**src/rtl/fifo_pkg.sv**
```systemverilog
// Shared definitions for the sync FIFO family and its stream reader.
// Contents:
//   DATA_WIDTH_DEF : default payload width
//   ptr_width()    : bit width needed to index/count 'depth' distinct values
package fifo_pkg;

  localparam int DATA_WIDTH_DEF = 8;

  // Number of bits needed to represent values 0..depth-1 (minimum 1).
  function automatic int ptr_width(input int depth);
    return (depth <= 2) ? 1 : $clog2(depth);
  endfunction

endpackage

```
**src/rtl/fifo_stream_reader_if.sv**
```systemverilog
// Bus bundle between a sync FIFO read port, the stream reader and a
// valid/ready sink.
// Signals:
//   fifo_empty  FIFO empty flag
//   fifo_rd_en  pop request to the FIFO
//   fifo_rdata  FIFO read data, valid the cycle after an accepted pop
//   m_valid     stream word valid
//   m_ready     sink ready
//   m_data      stream payload
// Stream handshake: a word transfers on every rising edge where m_valid and
// m_ready are both 1; once m_valid is raised, m_valid and m_data hold until
// that transfer happens (m_valid never depends on m_ready).
// Modports: master = the reader, slave = the FIFO/sink environment.
interface fifo_stream_reader_if #(
  parameter int DATA_WIDTH = fifo_pkg::DATA_WIDTH_DEF
);
  logic                  fifo_empty;
  logic                  fifo_rd_en;
  logic [DATA_WIDTH-1:0] fifo_rdata;
  logic                  m_valid;
  logic                  m_ready;
  logic [DATA_WIDTH-1:0] m_data;

  modport master (
    input  fifo_empty, fifo_rdata, m_ready,
    output fifo_rd_en, m_valid, m_data
  );

  modport slave (
    output fifo_empty, fifo_rdata, m_ready,
    input  fifo_rd_en, m_valid, m_data
  );
endinterface

```
**src/rtl/fifo_stream_skid_buf.sv**
```systemverilog
// Small circular skid buffer with head/tail pointers and occupancy count.
// Ports:
//   clk, rst    clock, synchronous active-high reset (also clears storage)
//   clr         synchronous clear of pointers/occupancy (storage kept)
//   push        write push_data at tail
//   push_data   word to write
//   pop         advance head (ignored when empty)
//   valid       buffer non-empty
//   head_data   word at head
//   occupancy   number of stored words (0..DEPTH)
module fifo_stream_skid_buf
  import fifo_pkg::*;
#(
  parameter int DATA_WIDTH = DATA_WIDTH_DEF,
  parameter int DEPTH      = 2,
  localparam int PTR_W     = ptr_width(DEPTH),
  localparam int OCC_W     = ptr_width(DEPTH + 1)
) (
  input  logic                  clk,
  input  logic                  rst,
  input  logic                  clr,
  input  logic                  push,
  input  logic [DATA_WIDTH-1:0] push_data,
  input  logic                  pop,
  output logic                  valid,
  output logic [DATA_WIDTH-1:0] head_data,
  output logic [OCC_W-1:0]      occupancy
);

  logic [DATA_WIDTH-1:0] mem [DEPTH];
  logic [PTR_W-1:0]      head;
  logic [PTR_W-1:0]      tail;
  logic                  pop_ok;

  // Pointer increment modulo DEPTH (DEPTH need not be a power of two).
  function automatic logic [PTR_W-1:0] adv(input logic [PTR_W-1:0] p);
    return (p == PTR_W'(DEPTH - 1)) ? '0 : p + PTR_W'(1);
  endfunction

  assign pop_ok    = pop & (occupancy != '0);
  assign valid     = (occupancy != '0);
  assign head_data = mem[head];

  always_ff @(posedge clk) begin
    if (rst) begin
      for (int i = 0; i < DEPTH; i++) mem[i] <= '0;
      head      <= '0;
      tail      <= '0;
      occupancy <= '0;
    end else if (clr) begin
      head      <= '0;
      tail      <= '0;
      occupancy <= '0;
    end else begin
      if (push) begin
        mem[tail] <= push_data;
        tail      <= adv(tail);
      end
      if (pop_ok) head <= adv(head);
      case ({push, pop_ok})
        2'b10:   occupancy <= occupancy + OCC_W'(1);
        2'b01:   occupancy <= occupancy - OCC_W'(1);
        default: occupancy <= occupancy;
      endcase
    end
  end

endmodule

```
**src/rtl/fifo_stream_reader.sv**
```systemverilog
// Drains a sync FIFO through its registered read port and presents the
// words as a full-throughput valid/ready stream via a small skid buffer.
// Ports:
//   clk, rst   clock, synchronous active-high reset
//   flush      drop buffered and in-flight words (xfer_cnt kept)
//   bus        FIFO read port + stream (master side)
//   xfer_cnt   wrapping count of delivered words
//   busy       buffer non-empty or pop in flight
module fifo_stream_reader
  import fifo_pkg::*;
#(
  parameter int DATA_WIDTH = DATA_WIDTH_DEF,
  parameter int BUF_DEPTH  = 2,
  parameter int CNT_WIDTH  = 16
) (
  input  logic                   clk,
  input  logic                   rst,
  input  logic                   flush,
  fifo_stream_reader_if.master   bus,
  output logic [CNT_WIDTH-1:0]   xfer_cnt,
  output logic                   busy
);

  localparam int OCC_W = ptr_width(BUF_DEPTH + 1);

  logic                  pend;
  logic                  deliver;
  logic                  buf_valid;
  logic [DATA_WIDTH-1:0] head_data;
  logic [OCC_W-1:0]      occupancy;
  logic [OCC_W:0]        committed;
  logic [OCC_W:0]        limit;

  assign deliver = buf_valid & bus.m_ready;

  // Credit: a pop is allowed while stored + in-flight words stay below the
  // buffer size, counting a word leaving this cycle as freed space. This
  // makes fifo_rd_en depend combinationally on m_ready, which is what keeps
  // the stream at one word per cycle.
  assign committed = {1'b0, occupancy} + {{OCC_W{1'b0}}, pend};
  assign limit     = (OCC_W + 1)'(BUF_DEPTH) + {{OCC_W{1'b0}}, deliver};

  assign bus.fifo_rd_en = ~rst & ~flush & ~bus.fifo_empty & (committed < limit);
  assign bus.m_valid    = buf_valid;
  assign bus.m_data     = head_data;
  assign busy           = buf_valid | pend;

  // pend marks a pop issued last cycle whose data is on fifo_rdata now.
  always_ff @(posedge clk) begin
    if (rst || flush) pend <= 1'b0;
    else              pend <= bus.fifo_rd_en;
  end

  // A delivery in a flush cycle still counts; only reset clears the count.
  always_ff @(posedge clk) begin
    if (rst)          xfer_cnt <= '0;
    else if (deliver) xfer_cnt <= xfer_cnt + CNT_WIDTH'(1);
  end

  fifo_stream_skid_buf #(
    .DATA_WIDTH (DATA_WIDTH),
    .DEPTH      (BUF_DEPTH)
  ) u_skid (
    .clk       (clk),
    .rst       (rst),
    .clr       (flush),
    .push      (pend & ~flush),
    .push_data (bus.fifo_rdata),
    .pop       (deliver),
    .valid     (buf_valid),
    .head_data (head_data),
    .occupancy (occupancy)
  );

endmodule

```
**src/flat_wrapper.sv**
```systemverilog
// flat-port wrapper written by rule: the top's interface ports become plain ports
module fifo_stream_reader_flat import fifo_pkg::*;
#(
  parameter int DATA_WIDTH = DATA_WIDTH_DEF,
  parameter int BUF_DEPTH  = 2,
  parameter int CNT_WIDTH  = 16
)
  (clk, rst, flush, xfer_cnt, busy, bus_fifo_empty, bus_fifo_rdata, bus_m_ready, bus_fifo_rd_en, bus_m_valid, bus_m_data);
  fifo_stream_reader_if #(.DATA_WIDTH(DATA_WIDTH)) bus_i ();
  input  logic clk;
  input  logic rst;
  input  logic flush;
  output logic [CNT_WIDTH-1:0] xfer_cnt;
  output logic busy;
  input wire logic [$bits(bus_i.fifo_empty)-1:0] bus_fifo_empty;
  input wire logic [$bits(bus_i.fifo_rdata)-1:0] bus_fifo_rdata;
  input wire logic [$bits(bus_i.m_ready)-1:0] bus_m_ready;
  output wire logic [$bits(bus_i.fifo_rd_en)-1:0] bus_fifo_rd_en;
  output wire logic [$bits(bus_i.m_valid)-1:0] bus_m_valid;
  output wire logic [$bits(bus_i.m_data)-1:0] bus_m_data;
  assign bus_i.fifo_empty = bus_fifo_empty;
  assign bus_i.fifo_rdata = bus_fifo_rdata;
  assign bus_i.m_ready = bus_m_ready;
  assign bus_fifo_rd_en = bus_i.fifo_rd_en;
  assign bus_m_valid = bus_i.m_valid;
  assign bus_m_data = bus_i.m_data;
  fifo_stream_reader #(.DATA_WIDTH(DATA_WIDTH), .BUF_DEPTH(BUF_DEPTH), .CNT_WIDTH(CNT_WIDTH)) u_core (.clk(clk), .rst(rst), .flush(flush), .bus(bus_i), .xfer_cnt(xfer_cnt), .busy(busy));
endmodule
```
**config.mk**
```make
export PLATFORM = sky130hd
export DESIGN_NAME = fifo_stream_reader_flat
export DESIGN_NICKNAME = d
export VERILOG_FILES = /design/src/rtl/fifo_pkg.sv /design/src/rtl/fifo_stream_reader_if.sv /design/src/rtl/fifo_stream_skid_buf.sv /design/src/rtl/fifo_stream_reader.sv /design/src/flat_wrapper.sv
export SDC_FILE = /design/constraint.sdc
export NUM_CORES = 1
export LEC_CHECK = 0
export CORE_MARGIN = 2
export CORE_UTILIZATION = 25
export DETAILED_ROUTE_END_ITERATION = 8
export PLACE_DENSITY = 0.52
export SLEW_MARGIN = 40
export SYNTH_ARGS = -nofsm -noshare
export SYNTH_HDL_FRONTEND = slang
export SYNTH_SLANG_ARGS = --single-unit
```
**constraint.sdc**
```tcl
create_clock -name clk -period 2.37 [get_ports clk]
set_input_delay 0.474 -clock clk [delete_from_list [all_inputs] [get_ports clk]]
set_output_delay 0.474 -clock clk [all_outputs]
set_load 0.01 [all_outputs]
```
# == Word level (Yosys, flattened, before mapping) ==
# Memories as Yosys holds them, arrays and structs flattened. A register that Yosys moved wholly into a read port is not among the register bits.
# Index checks and enable logic that the tools add are counted.
# classes
addsub,7
n_lt_le_gt_ge,1
n_eq_ne,2
n_mux,14
bitwise,10
reduce_logical,5
# ops
operator,count
$add 16x1->16 const B,1
$mux 1,12
$mux 8,1
$reduce_or 8->1,1
$and 1x1->1,6
$pmux 2 s2,1
$reduce_bool 2->1,2
$add 2x1->3,1
$add 2x1->3 const A,1
$lt 3x3->1,1
$not 1->1,3
$add 1x1->1 const B,2
$add 2x1->2 const B,1
$eq 2x1->1 const B,1
$eq 2x2->1 const B,1
$reduce_or 2->1,1
$sub 2x1->2 const B,1
$logic_or 1x1->1,1
$or 1x1->1,1
# word_totals
register_bits,21
mem_bits_rw,16
input_bits,13
output_inout_bits,27
elab_cells,45
mem_count,1
# mem_list
name,words,word_bits,rd,rd_ports_with_merged_regs,write_ports,line,text
u_core.u_skid.mem,2,8,1,1,2,fifo_stream_skid_buf.sv:30,logic [DATA_WIDTH-1:0] mem [DEPTH];

# == Logic depth before layout (Yosys ltp) ==
# Gate-level depths: netlist of run 1.
# logic_depth
word_depth,8
depth_mapped,7

# == Modules after synthesis ==
# From an unflattened synthesis of run 1, not the netlist that was laid out.
# unflattened
cells_unflattened,170
area_unflattened_um2,1715.4
# modules_own_cells
mod,n_inst,cells_each,area_each_um2,seq_area_each_um2
fifo_stream_skid_buf,1,76,920.9,580.6
fifo_stream_reader,1,94,794.5,340.3

# == Least setup slack after synthesis of run 1 ==
# Ideal clock, no wire load.
# synth_path
path_type,input to output
start,in rst
end,out bus_fifo_rd_en
t_arrival_ns,1.687
required_time_ns,1.896
setup_slack_ns,0.209
cell_stages,4
n_path_buf,2
path_cell_list,clkbuf_1 -> or2_2 -> clkbuf_1 -> a2111oi_0
# synth_via
elab_chain_len,4
# synth_lines
item,line,text
start: declaration,flat_wrapper.sv:11,input logic rst;
$not 1->1,fifo_stream_reader.sv:43,assign bus.fifo_rd_en = ~rst & ~flush & ~bus.fifo_empty & (committed < limit);
$and 1x1->1 (3 in a row),fifo_stream_reader.sv:43,
end: declaration,flat_wrapper.sv:18,output wire logic [$bits(bus_i.fifo_rd_en)-1:0] bus_fifo_rd_en;
# No other way between the ends.

# == Final worst setup path of run 1 ==
# layout_path
start,reg u_core.u_skid.occupancy[0]
end,out busy
# layout_via
elab_chain_len,2
# layout_lines
item,line,text
start: declaration,fifo_stream_skid_buf.sv:27,output logic [OCC_W-1:0] occupancy
start signal: assignment,fifo_stream_skid_buf.sv:61,2'b10: occupancy <= occupancy + OCC_W'(1);
start signal: assignment,fifo_stream_skid_buf.sv:62,2'b01: occupancy <= occupancy - OCC_W'(1);
start signal: assignment,fifo_stream_skid_buf.sv:63,default: occupancy <= occupancy;
$reduce_bool 2->1,fifo_stream_skid_buf.sv:41,assign valid = (occupancy != '0);
$or 1x1->1,fifo_stream_reader.sv:46,assign busy = buf_valid | pend;
end: declaration,flat_wrapper.sv:14,output logic busy;
# No other way between the ends.

==> metrics.txt, run 1 <==
crit path DAT=1720 ps; Core Util, Final=35.9%; Max VDD drop=0.000287 V; row cnt=30; diode count=0; WP data required=1900 ps; CTS buffer count=5; final worst slack=174 ps; initial DRC count=60; crit end category=output pin; H-tree levels=2; status=complete, no violations; Synth area leaders=edfxtp_1 28%, dfxtp_1 25%, and2_1 5.8%; Hold Crit Depth=2; DR WL/cell=12.7 um; Total Wirelength=3740 um; Post-Syn Instances=160; Initial Utilization=25.7%; Layout area overhead=39.8%; fillers=692; fmax=0.455 GHz; Antenna Nets Post-Route=0; Core ar.=6760 um^2; die outline width=87.3 um; post-synthesis sequential area ratio=53.0%; RSZ-0062 raised after global routing=false; Leak Pwr=0.876 nW; Tmin final=2200 ps; Detail Placement HPWL=2620 um; Syn Area/Cell=10.9 um^2; WP depth=3; Pins Over Slew Limit=0; Final nets=230; P per Cell Area=589 nW/um^2; worst skew pair latency=290 ps; Worst Path Buf+Inv=2; FF+latch count, synth=38; vias in the first global route=1309; Final Cycle Share=92.7%; Yosys cell types=35; syn_nets=177; via/cell ratio=4.51; CP delay by family, top=buffers and inverters; Synth area leader=edfxtp_1; Tot Pwr=0.00143 W; Worst Hold Class=reg2reg; Max Root-Sink Buffers=2; GR Overflow Total=0; WHS=482 ps; first-pass GRT wire length=6270 um; initial antenna violation count=0; CTS tree=done; CP max stage cell=clkdlybuf4s50_1; worst-path fanout max=8; Die Area=7630 um^2; Max Cap Viol=0; Slew headroom=73.5%; mapped cell area=1740 um^2; CTS Hold Bufs=0; post-place setup slack=-374 ps; crit-path max cell delay=490 ps; Tightest Pin Transition=396 ps; Cell Chain, Critical Path=buf_4 -> or3_2 -> clkdlybuf4s50_1; DRC=0; critical path class=reg2out; Die Y=87.3 um; Clock transition at path regs=80 ps; startpoint types=flop; FF-to-FF path depth=6; Setup Viol. Count Final=0; IO Port Bufs=39; first drt pass iteration count=4; Clock Skew=4.70 ps; Final Hold Fails=0; DR vias=1325; pin count of the biggest net entering global routing=19; Clock Sinks=38; setup bufs post-CTS=0; Placer Congestion=0.701; layout cells sized above 1=18.2%; top-level I/O count=40; top cell type's share of synthesized area=27.7%; Root Buffer=clkbuf_8; Ys Warns=0; All-Layer GR Usage=10.6%
## cell usage after synthesis, drive strengths merged
master,instances
a2111oi,2
a21oi,6
and2,16
and4,1
buf,2
clkbuf,5
dfxtp,22
edfxtp,16
ha,4
inv,2
mux2,8
mux2i,1
nand2,6
nand2b,4
nand3,4
nand4,3
nor2,17
nor3,3
nor4,2
o2111a,1
o2111ai,1
o211ai,1
o21a,1
o21ai,3
o21bai,1
o31ai,2
or2,5
or3,5
or4,2
xnor2,8
xor2,6
## power by group
group          internal, W  switching (W)
logic            0.0000507      0.0000360
registers         0.000693     0.00000362
clock network     0.000417       0.000230
## cell type report
cell class	instances	area [um^2]	share of cell area, %
sequential	38	921	37.9
timing repair buffer	53	490	20.2
clock inverter	3	63.8	2.63
inverter	2	7.51	0.309
clock buffer	5	68.8	2.83
multi-input combinational	113	777	32.0
tap	80	100	4.12
## cell families after synthesis
kind of cell | share of synthesized area (%)
compound gates | 7.20
xor+xnor | 7.06
buf+inv | 2.59
simple gates | 21.5
mux | 5.76
fa+ha+maj | 2.88
flops | 53.0
## stage by stage
step | setup TNS, ps | instances | instance area (um^2)
global route | 0 | 294 | 2430
finish | 0 | 294 | 2430
global placement | -370 | 286 | 2290
detailed placement | -374 | 286 | 2290
floorplan | 0 | 160 | 1740
CTS | 0 | 294 | 2430
## worst reg2reg max path, cell delays in order (launching register included)
cell and delay [ps]:
dfxtp_1 320, buf_4 160, o21a_1 200, buf_4 160, ha_1 310, or3_2 480
a21oi_1 140
## final timing paths
kind	slack, ps	startpoint	endpoint
max	170	u_core.u_skid.occupancy[0]	busy
min	480	u_core.u_skid.tail	u_core.u_skid.tail
max reg2reg	530	u_core.u_skid.occupancy[0]	u_core.u_skid.occupancy[1]
min reg2reg	480	u_core.u_skid.tail	u_core.u_skid.tail
## state kept, by name (all words and copies together) (netlist names), named ones only
register and cells:
u_core.xfer_cnt 16, u_core.u_skid.mem 16, u_core.u_skid.tail 1, u_core.u_skid.occupancy 2, u_core.pend 1, u_core.u_skid.head 1
## per-layer routing
layer | GRT usage, % | vias to the layer above | routed length (um)
met1 | 13.7 | 618 | 1770
met4 | 3.36 | 0 | 25
li1 | - | 672 | -
met3 | 3.41 | 5 | 181
met2 | 16.9 | 30 | 1760
met5 | 0 | - | 0
## cell usage in the layout, fill, tap and decap left out, types with 2 or more instances in the layout
cell type	netlist	final
mux2_2	8	8
nor3_1	3	3
or3_1	3	3
clkbuf_8	0	5
or3_2	2	2
inv_1	2	2
edfxtp_1	16	16
and2_1	16	16
dfxtp_1	22	22
bufinv_16	0	2
o31ai_1	2	2
clkdlybuf4s50_1	0	38
buf_4	1	14
xnor2_1	8	8
a21oi_1	6	6
nand2_1	6	6
or2_2	4	4
o21ai_0	3	3
ha_1	4	4
nand4_1	2	2
nor4_1	2	2
nor2_1	17	17
nand3_1	4	4
xor2_1	6	6
nand2b_1	4	4
or4_1	2	2
## timing repair
action / 4_1_cts / 5_1_grt
pin swaps: 0 / 1
resized for setup: 6 / 1
cloned: 0 / 0
setup endpoints to repair: 1 / 1
Power figures use the tool's default switching activity.
==> run 2, diff against run 1 <==
--- a/config.mk
+++ b/config.mk
@@ -8,6 +8,8 @@
 export CORE_MARGIN = 2
 export CORE_UTILIZATION = 25
 export DETAILED_ROUTE_END_ITERATION = 8
+export GPL_TIMING_DRIVEN = 0
+export MAX_ROUTING_LAYER = met4
 export PLACE_DENSITY = 0.52
 export SLEW_MARGIN = 40
 export SYNTH_ARGS = -nofsm -noshare
==> metrics.txt, run 2 (same netlist as run 1, synthesis figures left out) <==
status=complete, no violations; Die Area=7630 um^2 (unchanged); worst-path fanout max=9 (+1); DRC=0 (unchanged); Final Cycle Share=94.4% (+1.8 points); Initial Utilization=25.7% (unchanged); Slew headroom=65.1% (-8.5 points); CTS buffer count=5 (unchanged); Hold Crit Depth=2 (unchanged); setup bufs post-CTS=0 (unchanged); Detail Placement HPWL=2580 um (-1.4%); Setup Viol. Count Final=0 (unchanged); diode count=0 (unchanged); reg-to-reg startpoint=u_core.xfer_cnt[3]; Max VDD drop=0.000211 V (-27%); leading cell type in the layout, fill and taps excluded=clkdlybuf4s50_1; IO Port Bufs=38 (-2.6%); initial antenna violation count=0 (unchanged); startpoint types=primary input; FF-to-FF path depth=4 (-2); final worst slack=132 ps (-42.5 ps); All-Layer GR Usage=10.3% (-0.36 points); Non-Filler Instances=283 (-3.7%); CTS Hold Bufs=0 (unchanged); WP data required=1900 ps (about the same); CTS tree=done; critical path class=in2out; multi-input logic area=791 um^2 (+1.8%); Clock Skew=5.38 ps (+0.681 ps); vias in the first global route=1264 (-3.4%); Placer Congestion=0.669 (-4.5%); Final nets=219 (-4.8%); pin count of the biggest net entering global routing=13 (-6); initial DRC count=27 (-55%); die outline width=87.3 um (unchanged); worst skew pair latency=290 ps (about the same); worst hold path startpoint=u_core.u_skid.tail; Tightest Pin Transition=524 ps (+128 ps); post-place setup slack=-778 ps (-404 ps); crit end category=output pin; most frequent cells in the layout=36 x clkdlybuf4s50_1, 20 x dfxtp_1, 17 x nor2_1, 16 x and2_1, 16 x edfxtp_1; crit path DAT=1760 ps (+40 ps); fmax=0.447 GHz (-1.9%); Root Buffer=clkbuf_8; Total Wirelength=3610 um (-3.6%); DR vias=1275 (-3.8%); Worst Hold End=u_core.u_skid.tail; Antenna Nets Post-Route=0 (unchanged); storage element area=923 um^2 (+0.27%); Max Root-Sink Buffers=2 (unchanged); DR WL/cell=12.8 um (+0.14%); layout cells sized above 1=15.3% (-3.0 points); GR Overflow Total=0 (unchanged); Pins Over Slew Limit=0 (unchanged); Clock transition at path regs=70 ps (about the same); Core ar.=6760 um^2 (unchanged); RSZ-0062 raised after global routing=false; H-tree levels=2 (unchanged); first-pass GRT wire length=5910 um (-5.6%); first drt pass iteration count=4 (unchanged); Core Util, Final=34.2% (-1.7 points); fillers=708 (+2.3%); via/cell ratio=4.51 (about the same); Leak Pwr=0.799 nW (-8.8%); row cnt=30 (unchanged); Final Hold Fails=0 (unchanged); biggest regs=u_core.u_skid.mem (16), u_core.xfer_cnt (16), u_core.u_skid.occupancy (2); Die Y=87.3 um (unchanged); P per Cell Area=523 nW/um^2 (-11%); top-level I/O count=40 (unchanged); Layout area overhead=33.2%; Max Cap Viol=0 (unchanged); Worst R2R Setup Slack=590 ps (+60 ps); Clock Sinks=38 (unchanged); worst r2r dst=u_core.xfer_cnt[15]; Tmin final=2240 ps (+42.5 ps); Worst Hold Class=reg2reg; placed cells=278 (-2.8%)
-- run 2: worst max path at each step --
stage | start | endpoint | slack (ps) | depth (start not counted)
global route | flush | bus_fifo_rd_en | 40 | 4
detailed placement | bus_m_ready | bus_fifo_rd_en | -780 | 6
global placement | bus_m_ready | bus_fifo_rd_en | -770 | 6
finish | flush | bus_fifo_rd_en | 130 | 4
floorplan | rst | bus_fifo_rd_en | 210 | 4
CTS | flush | bus_fifo_rd_en | 20 | 4
-- run 2: report_power, final --
part	switching (W)	internal, W	total (W)
Combinational	0.0000349	0.0000441	0.0000790
Clock	0.000232	0.000201	0.000433
Sequential	0.00000430	0.000693	0.000697
Total	0.000271	0.000938	0.00121
-- run 2: repair_timing --
action	in CTS	in global routing
gates resized for setup	8	3
setup endpoints to repair	3	1
pin swaps	0	0
-- run 2: critical path, cell delays in order --
cell,delay (ps)
clkdlybuf4s50_1,460
or2_4,320
a2111oi_2,230
clkdlybuf4s15_2,270
-- run 2: final cells by class --
cell class / count / share of cell area (%)
clock buffers: 5 / 2.97
inverters: 2 / 0.324
flip-flops and latches: 38 / 39.9
multi-input cells: 113 / 34.2
well taps: 80 / 4.33
clock inverters: 3 / 0.703
repair buffers: 38 / 16.4
plain buffers: 4 / 1.14
-- run 2: layer usage --
metal / global-route usage (%) / wire length (um)
met1: 13.0 / 1770
met2: 16.0 / 1700
met3: 3.22 / 139
met4: 2.52 / 8
met5: - / 0
-- run 2: stage by stage --
| stage | setup TNS [ps] | area [um^2] | total power, W | hold WS, ps |
|---|---|---|---|---|
| after floorplan | 0 | 1740 | 0.000744 | 458 |
| after global placement | -2640 | 2220 | 0.000791 | 467 |
| after detailed placement | -2680 | 2220 | 0.000792 | 474 |
| after CTS | 0 | 2300 | 0.00122 | 484 |
| after global routing | 0 | 2310 | 0.00126 | 507 |
| final | 0 | 2310 | 0.00121 | 482 |
==> run 3, diff against run 2 <==
--- a/config.mk
+++ b/config.mk
@@ -5,8 +5,9 @@
 export SDC_FILE = /design/constraint.sdc
 export NUM_CORES = 1
 export LEC_CHECK = 0
-export CORE_MARGIN = 2
+export CORE_MARGIN = 10
 export CORE_UTILIZATION = 25
+export CTS_CLUSTER_SIZE = 14
 export DETAILED_ROUTE_END_ITERATION = 8
 export GPL_TIMING_DRIVEN = 0
 export MAX_ROUTING_LAYER = met4
==> constraint.sdc (replaced) <==
create_clock -name clk -period 2.8 [get_ports clk]
set_input_delay 0.56 -clock clk [delete_from_list [all_inputs] [get_ports clk]]
set_output_delay 0.56 -clock clk [all_outputs]
set_load 0.01 [all_outputs]
==> metrics.txt, run 3 (same netlist as run 1, synthesis figures left out) <==
Final Hold Fails=0 (unchanged); post-CTS resize count=2 (-6); WP data required=2240 ps (+340 ps); die outline width=103 um (+18%); CTS Hold Bufs=0 (unchanged); initial DRC count=30 (+11%); Clock Skew=5.90 ps (+0.522 ps); Final nets=221 (+0.91%); diode count=0 (unchanged); met3 wire length=223 um (+60%); Core ar.=6760 um^2 (unchanged); CTS buffer count=5 (unchanged); fmax=0.375 GHz; placed cells=278 (unchanged); DR vias=1270 (-0.39%); leading cell type in the layout, fill and taps excluded=clkdlybuf4s50_1; Worst Path Buf+Inv=3 (+1); All-Layer GR Usage=8.28% (-2.0 points); startpoint types=primary input; Pins Over Slew Limit=0 (unchanged); first drt pass iteration count=4 (unchanged); P per Cell Area=454 nW/um^2 (-13%); top-level I/O count=40 (unchanged); Met2 Routed Length=1850 um (+9.2%); layout cells sized above 1=14.1% (-1.1 points); Worst Hold End=u_core.xfer_cnt[15]; M1 WL=1980 um (+12%); Tightest Pin Transition=508 ps (-16.2 ps); Placer Congestion=0.704 (+5.2%); Die Area=10700 um^2 (+40%); vias in the first global route=1284 (+1.6%); CP delay by family, top=buffers and inverters; RSZ-0062 raised after global routing=false; worst hold path startpoint=u_core.xfer_cnt[15]; CP max stage cell=clkdlybuf4s50_1; setup bufs post-CTS=0 (unchanged); Worst setup startpoint=flush; Max Root-Sink Buffers=2 (unchanged); H-tree levels=2 (unchanged); crit end category=output pin; Tmin final=2660 ps; Setup Viol. Count Final=0 (unchanged); DP Area=2220 um^2 (unchanged); Total Wirelength=4080 um (+13%); Cell Chain, Critical Path=clkdlybuf4s50_1 -> or2_2 -> clkbuf_1 -> a2111oi_2 -> dlygate4sd2_1; Design Area, Final=2320 um^2 (+0.49%); critical path class=in2out; via/cell ratio=4.46 (-1.1%); pin count of the biggest net entering global routing=12 (-1); FF-to-FF path depth=5 (+1); Worst Hold Class=reg2reg; DR WL/cell=14.3 um (+12%); row cnt=30 (unchanged); IO Port Bufs=38 (unchanged); biggest regs=u_core.u_skid.mem (16), u_core.xfer_cnt (16), u_core.u_skid.occupancy (2); Antenna Nets Post-Route=0 (unchanged); crit path DAT=2100 ps (+340 ps); WHS=484 ps (+1.78 ps); most frequent cells in the layout=37 x clkdlybuf4s50_1, 22 x dfxtp_1, 17 x nor2_1, 16 x and2_1, 16 x edfxtp_1; Clock Sinks=38 (unchanged); Max Used Layer=met4; Max Cap Viol=0 (unchanged); status=complete, no violations; Initial Utilization=25.7% (unchanged); Root Buffer=clkbuf_8; Hold Crit Depth=2 (unchanged); Layout area overhead=33.9%; DRC=0 (unchanged); Die Y=103 um (+18%); worst r2r dst=u_core.xfer_cnt[13]; reg-to-reg startpoint=u_core.u_skid.occupancy[1]; CTS tree=done; Final Cycle Share=95.1%; Slew headroom=66.0% (+0.96 points); Max VDD drop=0.000174 V (-18%); Worst R2R Setup Slack=1020 ps (+430 ps); worst skew pair latency=290 ps (about the same); Non-Filler Instances=285 (+0.71%); GR Overflow Total=0 (unchanged); crit-path max cell delay=460 ps (about the same); first-pass GRT wire length=6580 um (+11%); Detail Placement HPWL=2920 um (+13%); Clock transition at path regs=70 ps (about the same); worst-path fanout max=9 (unchanged); initial antenna violation count=0 (unchanged); Leak Pwr=0.812 nW (+1.6%)
[run 3: how the worst max path moves through the flow]
stage | end | slack (ps) | cells past startpoint
floorplan | bus_fifo_rd_en | 470 | 4
global placement | bus_fifo_rd_en | -520 | 6
detailed placement | bus_fifo_rd_en | -480 | 6
CTS | bus_fifo_rd_en | 50 | 5
global route | bus_fifo_rd_en | 40 | 5
finish | bus_fifo_rd_en | 140 | 5
[run 3: routing by layer]
| metal | vias to the layer above | GRT usage [%] |
|---|---|---|
| met1 | 584 | 9.89 |
| li1 | 648 | - |
| met3 | 4 | 3.19 |
| met5 | - | - |
| met2 | 34 | 12.8 |
| met4 | 0 | 2.25 |
[run 3: final cells by class]
cell class,instances,area (um^2)
plain buffers,6,33.8
clock buffers,7,90.1
clock inverters,1,5.00
fillers,710,4430
inverters,2,7.51
multi-input cells,113,788
flip-flops and latches,38,921
well taps,80,100
repair buffers,38,379
[run 3: worst reg2reg max path, delay by kind of cell (launching register included)]
kind,cells,cell delay [ps]
and+or+nand+nor,2,750
DFF,1,510
AOI/OAI and AO/OA,2,310
buffers and inverters,1,140
[run 3: per-stage QoR]
stage | setup TNS (ps) | utilization, % | worst slack, ps | total power, W
floorplan | 0 | - | 467 | 0.000630
global placement | -523 | 32.8 | -523 | 0.000671
detailed placement | -481 | 32.8 | -481 | 0.000671
CTS | 0 | 34.2 | 54.1 | 0.00107
global route | 0 | 34.4 | 40.6 | 0.00110
finish | 0 | 34.4 | 137 | 0.00106
[run 3: power by group]
part | total (W) | switching (W) | internal [W]
Clock | 0.000398 | 0.000189 | 0.000208
Combinational | 0.0000681 | 0.0000307 | 0.0000374
Sequential | 0.000590 | 0.00000336 | 0.000587
Total | 0.00106 | 0.000223 | 0.000832
